### config.mk
export PLATFORM = sky130hd
export DESIGN_NAME = nibble_pair_packer_flat
export DESIGN_NICKNAME = d
export VERILOG_FILES = /design/src/rtl/nibble_pkg.sv /design/src/rtl/nibble_pair_packer_if.sv /design/src/rtl/nibble_fifo.sv /design/src/rtl/nibble_pair_packer.sv /design/src/flat_wrapper.sv
export SDC_FILE = /design/constraint.sdc
export NUM_CORES = 1
export LEC_CHECK = 0
export CAP_MARGIN = 20
export CELL_PAD_IN_SITES_DETAIL_PLACEMENT = 0
export CELL_PAD_IN_SITES_GLOBAL_PLACEMENT = 1
export CORE_MARGIN = 5
export CORE_UTILIZATION = 48
export CTS_BUF_LIST = sky130_fd_sc_hd__clkbuf_4
export DETAILED_ROUTE_END_ITERATION = 8
export GPL_ROUTABILITY_DRIVEN = 0
export GPL_TIMING_DRIVEN = 0
export HOLD_SLACK_MARGIN = 0.02
export PLACE_DENSITY = 0.85
export SLEW_MARGIN = 20
export SYNTH_ARGS = -nofsm -noshare
export SYNTH_HDL_FRONTEND = slang
export SYNTH_SLANG_ARGS = --single-unit
### constraint.sdc
create_clock -name clk -period 3.1 [get_ports clk]
set_input_delay 0.62 -clock clk [delete_from_list [all_inputs] [get_ports clk]]
set_output_delay 0.62 -clock clk [all_outputs]
set_load 0.05 [all_outputs]
### src/rtl/nibble_pkg.sv
// Shared types for the nibble pair packer: nibble, packed pair, FSM state and FIFO entry.
package nibble_pkg;

   localparam int unsigned NIBBLE_W = 4;
   localparam int unsigned PAIR_W   = 2 * NIBBLE_W;
   localparam int unsigned FRAME_W  = 8;

   typedef logic [NIBBLE_W-1:0] uint4_t;

   typedef struct packed {
      uint4_t b;
      uint4_t a;
   } pair_t;

   typedef enum logic [0:0] {
      ST_LO = 1'b0,
      ST_HI = 1'b1
   } state_t;

   typedef struct packed {
      pair_t pair;
      logic  last;
      logic  odd;
   } entry_t;

endpackage

### src/rtl/nibble_pair_packer_if.sv
// Nibble input stream and packed-pair output stream; slave is the packer, master the peer.
interface nibble_pair_packer_if;
   import nibble_pkg::*;

   logic   in_valid;
   logic   in_ready;
   uint4_t in_nibble;
   logic   in_last;
   logic   out_valid;
   logic   out_ready;
   pair_t  out_pair;
   logic   out_last;
   logic   out_odd;

   modport slave (
      input  in_valid, in_nibble, in_last, out_ready,
      output in_ready, out_valid, out_pair, out_last, out_odd
   );

   modport master (
      output in_valid, in_nibble, in_last, out_ready,
      input  in_ready, out_valid, out_pair, out_last, out_odd
   );

endinterface

### src/rtl/nibble_fifo.sv
// Entry FIFO with wrap-bit pointers and a registered head, so full/valid/head are all flops.
module nibble_fifo
   import nibble_pkg::*;
#(
   parameter int unsigned DEPTH = 4
) (
   input  logic   clk,
   input  logic   rst,
   input  logic   i_push,
   input  entry_t i_wdata,
   input  logic   i_pop,
   output logic   o_full,
   output logic   o_valid,
   output entry_t o_head
);

   localparam int unsigned AW = $clog2(DEPTH);
   localparam int unsigned PW = AW + 1;

   entry_t          r_mem [DEPTH];
   logic [PW-1:0]   r_wr_ptr;
   logic [PW-1:0]   r_rd_ptr;
   logic            r_full;
   logic            r_valid;
   entry_t          r_head;

   logic            w_push_ok;
   logic            w_pop_ok;
   logic [PW-1:0]   w_wr_nxt;
   logic [PW-1:0]   w_rd_nxt;
   logic [AW-1:0]   w_rd_idx_nxt;
   logic [AW-1:0]   w_wr_idx;

   assign w_push_ok    = i_push && !r_full;
   assign w_pop_ok     = i_pop && r_valid;
   assign w_wr_nxt     = r_wr_ptr + PW'(w_push_ok);
   assign w_rd_nxt     = r_rd_ptr + PW'(w_pop_ok);
   assign w_rd_idx_nxt = w_rd_nxt[AW-1:0];
   assign w_wr_idx     = r_wr_ptr[AW-1:0];

   always_ff @(posedge clk) begin
      if (w_push_ok) begin
         r_mem[w_wr_idx] <= i_wdata;
      end
   end

   // Head for next cycle: the entry being written bypasses storage when it becomes the head.
   always_ff @(posedge clk) begin
      if (rst) begin
         r_wr_ptr <= '0;
         r_rd_ptr <= '0;
         r_full   <= 1'b0;
         r_valid  <= 1'b0;
         r_head   <= '0;
      end else begin
         r_wr_ptr <= w_wr_nxt;
         r_rd_ptr <= w_rd_nxt;
         r_full   <= (w_wr_nxt[AW] != w_rd_nxt[AW]) &&
                     (w_wr_nxt[AW-1:0] == w_rd_nxt[AW-1:0]);
         r_valid  <= (w_wr_nxt != w_rd_nxt);
         if (w_push_ok && (w_wr_idx == w_rd_idx_nxt)) begin
            r_head <= i_wdata;
         end else begin
            r_head <= r_mem[w_rd_idx_nxt];
         end
      end
   end

   assign o_full  = r_full;
   assign o_valid = r_valid;
   assign o_head  = r_head;

endmodule

### src/rtl/nibble_pair_packer.sv
// Packs a nibble stream into {b,a} byte pairs per frame, padding odd frames, and queues them.
module nibble_pair_packer
   import nibble_pkg::*;
#(
   parameter int unsigned DEPTH = 4
) (
   input  logic                 clk,
   input  logic                 rst,
   nibble_pair_packer_if.slave  bus,
   output logic [FRAME_W-1:0]   frame_count
);

   state_t              r_state;
   state_t              w_state_nxt;
   uint4_t              r_a;
   logic [FRAME_W-1:0]  r_frame_count;

   logic                w_accept;
   logic                w_push;
   logic                w_latch;
   entry_t              w_wdata;
   logic                w_full;
   logic                w_valid;
   entry_t              w_head;

   assign w_accept = bus.in_valid && !w_full;

   always_ff @(posedge clk) begin
      if (rst) begin
         r_state <= ST_LO;
      end else begin
         r_state <= w_state_nxt;
      end
   end

   always_comb begin
      w_state_nxt = r_state;
      if (w_accept) begin
         case (r_state)
            ST_LO:   w_state_nxt = bus.in_last ? ST_LO : ST_HI;
            ST_HI:   w_state_nxt = ST_LO;
            default: w_state_nxt = ST_LO;
         endcase
      end
   end

   // A lone last nibble in ST_LO becomes an odd pair with zero padding in b.
   always_comb begin
      w_push  = 1'b0;
      w_latch = 1'b0;
      w_wdata = '0;
      if (w_accept) begin
         case (r_state)
            ST_LO: begin
               if (bus.in_last) begin
                  w_push         = 1'b1;
                  w_wdata.pair.b = '0;
                  w_wdata.pair.a = bus.in_nibble;
                  w_wdata.last   = 1'b1;
                  w_wdata.odd    = 1'b1;
               end else begin
                  w_latch = 1'b1;
               end
            end
            ST_HI: begin
               w_push         = 1'b1;
               w_wdata.pair.b = bus.in_nibble;
               w_wdata.pair.a = r_a;
               w_wdata.last   = bus.in_last;
               w_wdata.odd    = 1'b0;
            end
            default: begin
               w_push = 1'b0;
            end
         endcase
      end
   end

   always_ff @(posedge clk) begin
      if (rst) begin
         r_a           <= '0;
         r_frame_count <= '0;
      end else begin
         if (w_latch) begin
            r_a <= bus.in_nibble;
         end
         if (w_push && w_wdata.last) begin
            r_frame_count <= r_frame_count + FRAME_W'(1);
         end
      end
   end

   nibble_fifo #(
      .DEPTH (DEPTH)
   ) u_fifo (
      .clk     (clk),
      .rst     (rst),
      .i_push  (w_push),
      .i_wdata (w_wdata),
      .i_pop   (bus.out_ready),
      .o_full  (w_full),
      .o_valid (w_valid),
      .o_head  (w_head)
   );

   assign bus.in_ready  = !w_full;
   assign bus.out_valid = w_valid;
   assign bus.out_pair  = w_head.pair;
   assign bus.out_last  = w_head.last;
   assign bus.out_odd   = w_head.odd;
   assign frame_count   = r_frame_count;

endmodule

### src/flat_wrapper.sv
// flat-port wrapper written by rule: the top's interface ports become plain ports
module nibble_pair_packer_flat import nibble_pkg::*;
#(
   parameter int unsigned DEPTH = 4
)
  (clk, rst, frame_count, bus_in_valid, bus_in_nibble, bus_in_last, bus_out_ready, bus_in_ready, bus_out_valid, bus_out_pair, bus_out_last, bus_out_odd);
  nibble_pair_packer_if bus_i ();
  input  logic clk;
  input  logic rst;
  output logic [FRAME_W-1:0] frame_count;
  input wire logic [$bits(bus_i.in_valid)-1:0] bus_in_valid;
  input wire logic [$bits(bus_i.in_nibble)-1:0] bus_in_nibble;
  input wire logic [$bits(bus_i.in_last)-1:0] bus_in_last;
  input wire logic [$bits(bus_i.out_ready)-1:0] bus_out_ready;
  output wire logic [$bits(bus_i.in_ready)-1:0] bus_in_ready;
  output wire logic [$bits(bus_i.out_valid)-1:0] bus_out_valid;
  output wire logic [$bits(bus_i.out_pair)-1:0] bus_out_pair;
  output wire logic [$bits(bus_i.out_last)-1:0] bus_out_last;
  output wire logic [$bits(bus_i.out_odd)-1:0] bus_out_odd;
  assign bus_i.in_valid = bus_in_valid;
  assign bus_i.in_nibble = bus_in_nibble;
  assign bus_i.in_last = bus_in_last;
  assign bus_i.out_ready = bus_out_ready;
  assign bus_in_ready = bus_i.in_ready;
  assign bus_out_valid = bus_i.out_valid;
  assign bus_out_pair = bus_i.out_pair;
  assign bus_out_last = bus_i.out_last;
  assign bus_out_odd = bus_i.out_odd;
  nibble_pair_packer #(.DEPTH(DEPTH)) u_core (.clk(clk), .rst(rst), .bus(bus_i), .frame_count(frame_count));
endmodule
# Word-level counts from Yosys, hierarchy flattened
# Memories as Yosys holds them, arrays and structs flattened. A register that Yosys moved wholly into a read port is not among the register bits.
# Index checks and enable logic that the tools add are counted.
totals:
  reg_bits: 21
  latch_bits: 0
  mem_bits_rw: 40
  romBits: 0
  n_memories: 1
memory_table:
  columns: ["memory", "words", "word_bits", "read_ports", "rd_ports_with_merged_regs", "write_ports", "line", "source"]
  rows:
  - ["u_core.u_fifo.r_mem", 4, 10, 1, 1, 1, "nibble_fifo.sv:20", "entry_t r_mem [DEPTH];"]
classes:
  add_sub_neg: 3
  multipliers: 0
  n_div: 0
  n_lt_le_gt_ge: 0
  n_eq_ne: 3
  shift: 0
  mux: 12
  bitwise_logic: 1
  reduce_logical: 6
ops:
  columns: ["operator", "n"]
  rows:
  - ["$pmux W10 S2", 1]
  - ["$mux W10", 1]
  - ["$add A8 B1 Y8 const B", 1]
  - ["$mux W1", 7]
  - ["$add A3 B1 Y3", 2]
  - ["$mux W6", 1]
  - ["$logic_and A1 B1 Y1", 5]
  - ["$pmux W1 S2", 2]
  - ["$ne A3 B3 Y1", 1]
  - ["$eq A2 B2 Y1", 1]
  - ["$logic_not A1 Y1", 1]
  - ["$ne A1 B1 Y1", 1]
  - ["$not A1 Y1", 1]

# Longest topological paths before layout
# Gate-level depths: netlist of run 1.
depth:
  depth_word: 7
  mapped_depth: 9
  ltp_nobuf: 8

# By module
# Synthesis of run 1 repeated with hierarchy kept, for this count alone.
unflattened:
  hier_cells: 185
  hier_area_um2: 2819.0
by_module_without_submodules:
  columns: ["module", "instances", "cells_per_inst", "area_per_inst_um2", "seq_area_each_um2"]
  rows:
  - ["nibble_fifo", 1, 113, 2155.8, 1561.5]
  - ["nibble_pair_packer", 1, 72, 663.1, 260.2]

# Least setup slack after synthesis of run 1
# OpenSTA, ideal clock, no wires.
synth_timing:
  kind: "input to register"
  from: "in bus_out_ready"
  to: "reg u_core.u_fifo.o_head[7] (netlist name)"
  setup_time_ns: 0.128
  arrival_ns: 2.330
  path_slack_ns: 0.643
  path_stages: 9
  path_cell_list: "and2_1 -> ha_1 -> ha_1 -> buf_2 -> xor2_2 -> or4_4 -> buf_6 -> a22oi_1 -> nor2_1"
synth_between:
  elab_chain_cells: 2
synth_lines:
  columns: ["item", "line", "source"]
  rows:
  - ["start, declared", "flat_wrapper.sv:14", "input wire logic [$bits(bus_i.out_ready)-1:0] bus_out_ready;"]
  - ["$logic_and A1 B1 Y1", "nibble_fifo.sv:35", "assign w_pop_ok = i_pop && r_valid;"]
  - ["$add A3 B1 Y3", "nibble_fifo.sv:37", "assign w_rd_nxt = r_rd_ptr + PW'(w_pop_ok);"]
  - ["via u_core.u_fifo.w_rd_nxt[1]", "nibble_fifo.sv:30", "logic [PW-1:0] w_rd_nxt;"]
# The timed path passes the listed nets, and every way through them passes these cells.
# A chain may end at the register's enable or synchronous reset.

# Final worst setup path of run 1
layout_timing:
  from: "in bus_out_ready"
  to: "reg u_core.u_fifo.o_head[0] (netlist name)"
layout_between:
  elab_chain_cells: 2
layout_lines:
  columns: ["item", "line"]
  rows:
  - ["$logic_and A1 B1 Y1", "nibble_fifo.sv:35"]
  - ["$add A3 B1 Y3", "nibble_fifo.sv:37"]
  - ["via u_core.u_fifo.w_rd_nxt[1]", "nibble_fifo.sv:30"]
# The timed path passes the listed nets, and every way through them passes these cells.

==> metrics.txt, run 1 <==
Clk pin slew, worst setup/hold paths ~110 ps; vias in the first global route about 1700; final hold slack about 520 ps; Leak about 1.2 nW; CTS Sinks roughly 70; CP arrival around 2900 ps; initial cell density of the core 48.9%; cell accounting for the most synthesized area edfxtp_1; peak supply drop approximately 0.28 mV; PD cells ~600 nW/um^2; Fin Setup TNS 0 ps; die area 7650 um^2; Seq/Total Area, Yosys 63.2%; initial antenna violation count 1; Synthesized Nets 222; crit path kind in -> reg; Core Box Area 5890 um^2; post-CTS resize count 0; routed vias/inst 5.21; number of port buffers 27; ys flop type edfxtp_1; setup bufs post-CTS 0; Relative slew margins around 38%; global-route wire length before repair between 8 and 9 mm; yosys warns 0; CTS HTree Levels 3; Final period util about 83%; Synth area leaders edfxtp_1 42%, dfxtp_1 22%, mux4_2 7.8%; boundary pin count 29; FF-to-FF setup slack about 800 ps; Fillers around 490; clock latency on the worst-skew pair about 410 ps; All-Layer GR Usage between 15 and 20%; Post-Route Utilization between 50% and 60%; Num CTS Buffers 9; Initial DRT Pass Iterations 4; Final Slew Violations 0; hold crit path type reg -> reg; Final Routed Wirelength 5.30 mm; highest clock rate just under 0.4 GHz; clock buffer depth 2; fin nets approximately 260; row cnt 28; post-route ant nets 0; RSZ-0062 raised after global routing no; largest net degree at the start of global routing 14; DIE WIDTH between 80 and 90 um; switching share of total power 29.0%; Syn Area/Cell 13.8 um^2; setup violators final 0; minimum clock period about 2600 ps; Critical Path Source Type input port; number of synthesized flops with an enable pin 40; Congestion Overflow GR 0; Vias between 1500 and 2000; Post-synth ARST share 0%; area grow syn2layout 18.2%; share of layout cells above drive strength 1 around 17%; final std cells w/o fill 328; CTS tree built; Die H around 87 um; Mapped Cells between 200 and 250; detailed-route DRC error count 0; Avg WL per Cell roughly 16 um; sequential share of power between 50% and 60%; Clock Tree Root clkbuf_4; Crit. End Element flip-flop; synthesized area approximately 2900 um^2; Worst Hold Depth 2; Fin. Hold Viols 0; Reg-to-Reg Start u_core.r_state; reg-to-reg critical path endpoint u_core.u_fifo.o_full; CTS Hold Bufs 0; Worst Path Max Fanout 9; combinational power share a little over a fifth; HP Start u_core.r_a[0]; post-synth top area share between 40% and 50%; Post-Place Cells roughly 310; Worst Tran Pin Value 932 ps; status completed; Psw a little over 0.6 mW; worst r2r path cells 8; Clk pwr share between 20% and 30%; CP required between 3000 and 4000 ps; Final HPWL DP 3.77 mm; WHS Endpoint u_core.r_a[0]; initial DRC count 84; Netlist cell types 37; Internal ~1.5 mW; register bit total from synthesis 71; Layout Skew 12.7 ps; MaxCap Viol Count 0
[area by class of cell]
cell class | count | area [um^2] | share of cell area (%)
clock buffer | 9 | 67.6 | 1.98
multi-input combinational | 121 | 973 | 28.6
inverter | 4 | 15.0 | 0.441
antenna | 1 | 2.50 | 0.0735
sequential | 71 | 1820 | 53.5
clock inverter | 7 | 72.6 | 2.13
buffer | 12 | 80.1 | 2.35
tap | 75 | 93.8 | 2.76
timing repair buffer | 28 | 278 | 8.16
[worst max path at each step]
stage                  start  slack, ps                         to
6_report       bus_out_ready        530    u_core.u_fifo.o_head[0]
5_1_grt         bus_in_valid        390       u_core.u_fifo.o_full
4_1_cts        bus_out_ready        560    u_core.u_fifo.o_head[0]
3_5_place_dp   bus_out_ready        100    u_core.u_fifo.o_head[0]
3_3_place_gp    bus_in_valid       -130  u_core.u_fifo.r_mem[2][2]
2_1_floorplan  bus_out_ready        640    u_core.u_fifo.o_head[7]
[power by group through the flow]
stage               combinational [mW]  sequential, mW  clock, mW
floorplan                        0.236            1.19          0
global placement                 0.453            1.08          0
detailed placement               0.457            1.09          0
CTS                              0.458            1.07      0.593
global route                     0.490            1.07      0.641
finish                           0.454            1.06      0.576
[cells by family after synthesis]
group,share of synthesized area (%)
flip-flops,63.2
AND/OR/NAND/NOR,12.3
multiplexers,10.6
XOR/XNOR,5.13
buffers and inverters,3.30
AO/OA/AOI/OAI,3.26
adder cells (fa/ha/maj),2.17
[per-layer routing]
layer / GRT usage, % / vias up / wire (um)
li1: - / 829 / -
met1: 20.8 / 833 / 2410
met2: 23.8 / 42 / 2480
met3: 3.78 / 6 / 331
met4: 8.37 / 0 / 78
met5: 0 / - / 0
[placed cells by master, fill, tap and decap left out, types with 2 or more instances in the layout]
| cell | count |
|---|---|
| edfxtp_1 | 40 |
| dfxtp_1 | 31 |
| nor2_1 | 27 |
| clkdlybuf4s50_1 | 27 |
| nand2_1 | 11 |
| mux4_2 | 10 |
| xnor2_1 | 9 |
| clkbuf_4 | 9 |
| mux2i_1 | 8 |
| a21oi_1 | 7 |
| xor2_1 | 6 |
| and3_1 | 5 |
| nand3b_1 | 5 |
| ha_1 | 5 |
| inv_1 | 4 |
| buf_4 | 4 |
| nor2b_1 | 4 |
| clkinvlp_4 | 4 |
| clkbuf_1 | 3 |
| buf_2 | 3 |
| a22oi_1 | 3 |
| buf_6 | 2 |
| nor3_2 | 2 |
| nor4_1 | 2 |
| nor3_1 | 2 |
| nand4_1 | 2 |
[registers in the layout (all words and copies together) (netlist names)]
register                flops
u_core.u_fifo.r_rd_ptr      3
u_core.r_a                  4
u_core.u_fifo.r_wr_ptr      3
u_core.frame_count          8
u_core.u_fifo.r_mem        40
u_core.r_state              1
u_core.u_fifo.o_head       10
u_core.u_fifo.o_full        1
u_core.u_fifo.o_valid       1
[synthesized netlist by cell type, types with 2 or more instances]
library cell	number
edfxtp_1	40
a21oi_1	7
a22oi_1	3
nand3b_1	5
xnor2_1	9
nand2_1	11
buf_6	2
buf_2	3
inv_1	4
and3_1	5
xor2_1	6
buf_4	3
mux4_2	10
ha_1	5
nand4_1	2
nor2b_1	4
nor4_1	2
clkbuf_1	3
nor2_1	27
mux2i_1	8
nor3_1	3
dfxtp_1	31
[metrics by stage]
step	setup slack, ps	power (mW)	cell area (um^2)
after global placement	-129	1.54	3240
after floorplan	643	1.42	2880
after CTS	555	2.12	3400
after global routing	392	2.20	3400
final	533	2.09	3400
after detailed placement	104	1.54	3260
[worst max-delay path: stages]
cell and delay, ps:
clkdlybuf4s50_1 390, and2_1 150, ha_1 180, ha_1 260, buf_2 170, xor2_2 180, or4_4 490, buf_6 160
a32oi_1 200, nor2_1 60
Power figures use the tool's default switching activity.
==> run 2, diff against run 1 <==
--- a/config.mk
+++ b/config.mk
@@ -9,13 +9,13 @@
 export CELL_PAD_IN_SITES_DETAIL_PLACEMENT = 0
 export CELL_PAD_IN_SITES_GLOBAL_PLACEMENT = 1
 export CORE_MARGIN = 5
-export CORE_UTILIZATION = 48
+export CORE_UTILIZATION = 44
 export CTS_BUF_LIST = sky130_fd_sc_hd__clkbuf_4
 export DETAILED_ROUTE_END_ITERATION = 8
 export GPL_ROUTABILITY_DRIVEN = 0
 export GPL_TIMING_DRIVEN = 0
 export HOLD_SLACK_MARGIN = 0.02
-export PLACE_DENSITY = 0.85
+export PLACE_DENSITY = 0.82
 export SLEW_MARGIN = 20
 export SYNTH_ARGS = -nofsm -noshare
 export SYNTH_HDL_FRONTEND = slang
==> constraint.sdc (replaced) <==
create_clock -name clk -period 2.21 [get_ports clk]
set_input_delay 0.442 -clock clk [delete_from_list [all_inputs] [get_ports clk]]
set_output_delay 0.442 -clock clk [all_outputs]
set_load 0.05 [all_outputs]
==> run 2 against run 1 <==
Final area increased by 2.9%; count of clock-buffer cells in the layout stayed put; clock power is 37% higher; flip-flop and latch count unchanged; global-route usage down 1.3 points; critical path depth decreased by 2; sequential share of layout area shrank 1.4 points; routed wire length is 6.6% higher; via count increased by 1.2%; sequential power is 42% higher.
==> metrics.txt, run 2 (synthesis results as in run 1) <==
CTS Hold Bufs 0 (unchanged); Core Box Area 6350 um^2 (+7.9%); Worst Hold Depth 2 (unchanged); CP required 2500 ps (-890 ps); CP arrival 2480 ps (-380 ps); detailed-route DRC error count 0 (unchanged); initial DRC count 90 (+7.1%); Fin Setup TNS 0 ps (unchanged); Worst path slowest cell or4_4; Vias 1731 (+1.2%); Worst Tran Pin Value 597 ps (-335 ps); commonest non-fill, non-tap cell in the layout edfxtp_1; Avg WL per Cell 17.1 um (+5.6%); Clk pin slew, worst setup/hold paths 120 ps (about the same); reg-to-reg critical path endpoint u_core.u_fifo.o_head[0]; Crit. End Element flip-flop; Fillers 491 (+0.61%); Final Slew Violations 0 (unchanged); hold crit path type reg -> reg; register area 1830 um^2 (+0.21%); Num CTS Buffers 9 (unchanged); status completed; crit path kind reg -> reg; vias in the first global route 1734 (+1.3%); share of layout cells above drive strength 1 21.7% (+4.6 points); post-route ant nets 0 (unchanged); boundary pin count 29 (unchanged); final std cells w/o fill 331 (+0.91%); row cnt 29 (+3.6%); largest net degree at the start of global routing 13 (-1); MaxCap Viol Count 0 (unchanged); clock buffer depth 2 (unchanged); minimum clock period 2190 ps; All-Layer GR Usage 14.4% (-1.3 points); setup violators final 0 (unchanged); Post-Place Cells 314 (+0.96%); area grow syn2layout 21.6%; WHS Endpoint u_core.r_a[1]; CTS HTree Levels 3 (unchanged); die area 8260 um^2 (+8.0%); initial antenna violation count 0 (-1); Multi-input gate area 1030 um^2 (+5.9%); diodes inserted 0 (-1); CP most frequent cell ha_4; cell area after layout 3500 um^2 (+2.9%); Final HPWL DP 3.85 mm (+2.2%); HP Start u_core.r_a[1]; global-route wire length before repair 9.16 mm (+5.1%); final hold slack 510 ps (-7.84 ps); Initial DRT Pass Iterations 4 (unchanged); CP Depth 8 (-2); number of port buffers 27 (unchanged); Reg with most FFs u_core.u_fifo.r_mem; DIE WIDTH 90.9 um (+3.9%); Layout Skew 14.9 ps (+2.12 ps); worst r2r path cells 8 (unchanged); Max stage delay on crit path 610 ps (+120 ps); Leak 1.28 nW (+4.3%); clock latency on the worst-skew pair 420 ps (about the same); routed vias/inst 5.23 (+0.31%); RSZ-0062 raised after global routing yes; fin nets 263 (+0.77%); critical path buffer and inverter count 1 (-2); Die H 90.9 um (+3.9%); Post-DP Area 3320 um^2 (+1.9%); CTS tree built; Clock Tree Root clkbuf_4; peak supply drop 0.427 mV (+52%); Final Routed Wirelength 5.65 mm (+6.6%); CTS Sinks 71 (unchanged); Worst Path Max Fanout 5 (-4); Reg-to-Reg Start u_core.u_fifo.o_valid; critical path, cell by cell and2_4 -> ha_4 -> ha_4 -> xor2_2 -> or4_4 -> buf_8 -> a32oi_2 -> nor2_1; Relative slew margins 60.2% (+23 points); number of flip-flops in the largest register 40 (unchanged); delay-heaviest family, CP simple AND/OR/NAND/NOR gates; highest clock rate ~0.46 GHz; most frequent cells in the layout 40 x edfxtp_1, 30 x dfxtp_1, 26 x nor2_1; Final period util slightly below 100%; Critical Path Source Type flip-flop; PD cells 852 nW/um^2 (+38%); FF-to-FF setup slack 20 ps (-790 ps); Congestion Overflow GR 0 (unchanged); Fin. Hold Viols 0 (unchanged); initial cell density of the core 45.4% (-3.6 points)
-- run 2: cell types whose count changed in the layout (fill, tap and decap cells not counted), moves of 2 or more --
cell             before  now
a22oi_1               3    0
a22oi_2               1    4
buf_4                 4    6
clkdlybuf4s50_1      27   25
clkinv_2              0    2
clkinvlp_4            4    1
dlymetal6s2s_1        0    2
ha_1                  5    3
ha_4                  0    2
-- run 2: area by class of cell --
| class | count | area share [%] |
|---|---|---|
| buffer | 11 | 2.25 |
| clock buffer | 9 | 1.93 |
| clock inverter | 7 | 1.82 |
| inverter | 4 | 0.429 |
| multi-input combinational | 121 | 29.4 |
| sequential | 71 | 52.1 |
| tap | 77 | 2.75 |
| timing repair buffer | 31 | 9.29 |
-- run 2: where the power goes --
group,switching [mW],total (mW),internal [mW]
combinational,0.383,0.696,0.313
clock,0.454,0.789,0.335
sequential,0.0315,1.50,1.47
total,0.868,2.98,2.12
-- run 2: metal layers --
| metal | part of all wire, % | GRT usage [%] |
|---|---|---|
| met3 | 3.4 | 3.75 |
| met1 | 44 | 18.2 |
| met5 | 0 | 0 |
| met4 | 1.6 | 6.23 |
| met2 | 51 | 23.4 |
-- run 2: stage by stage --
stage / worst slack, ps / util [%] / power (mW)
after detailed placement: -574 / 52.4 / 2.20
after global routing: -38.3 / 55.2 / 3.11
final: 17.6 / 55.2 / 2.98
after floorplan: -22.5 / - / 2.02
after global placement: -955 / 52.0 / 2.19
after CTS: 4.89 / 54.9 / 2.99
-- run 2: worst max-delay path by stage --
| stage | from | endpoint | slack (ps) |
|---|---|---|---|
| floorplan | bus_out_ready | u_core.u_fifo.o_head[0] | -20 |
| global placement | bus_in_valid | u_core.u_fifo.r_mem[2][5] | -960 |
| detailed placement | bus_in_valid | u_core.u_fifo.r_mem[1][5] | -570 |
| CTS | bus_out_ready | u_core.u_fifo.o_head[0] | 5 |
| global route | u_core.u_fifo.o_valid | u_core.u_fifo.o_head[0] | -40 |
| finish | u_core.u_fifo.o_valid | u_core.u_fifo.o_head[0] | 20 |
-- run 2: worst min-delay path, delay by kind of cell, from the launching register on --
| kind | cells | cell delay (ps) |
|---|---|---|
| DFF | 1 | 340 |
| muxes | 1 | 70 |
| and+or+nand+nor | 1 | 70 |
-- run 2: what timing repair did --
item / 4_1_cts / 5_1_grt
setup buffers: 1 / 0
cloned: 1 / 0
resized for setup: 4 / 5
pin swaps: 5 / 5
endpoints found under the setup margin: 20 / 7
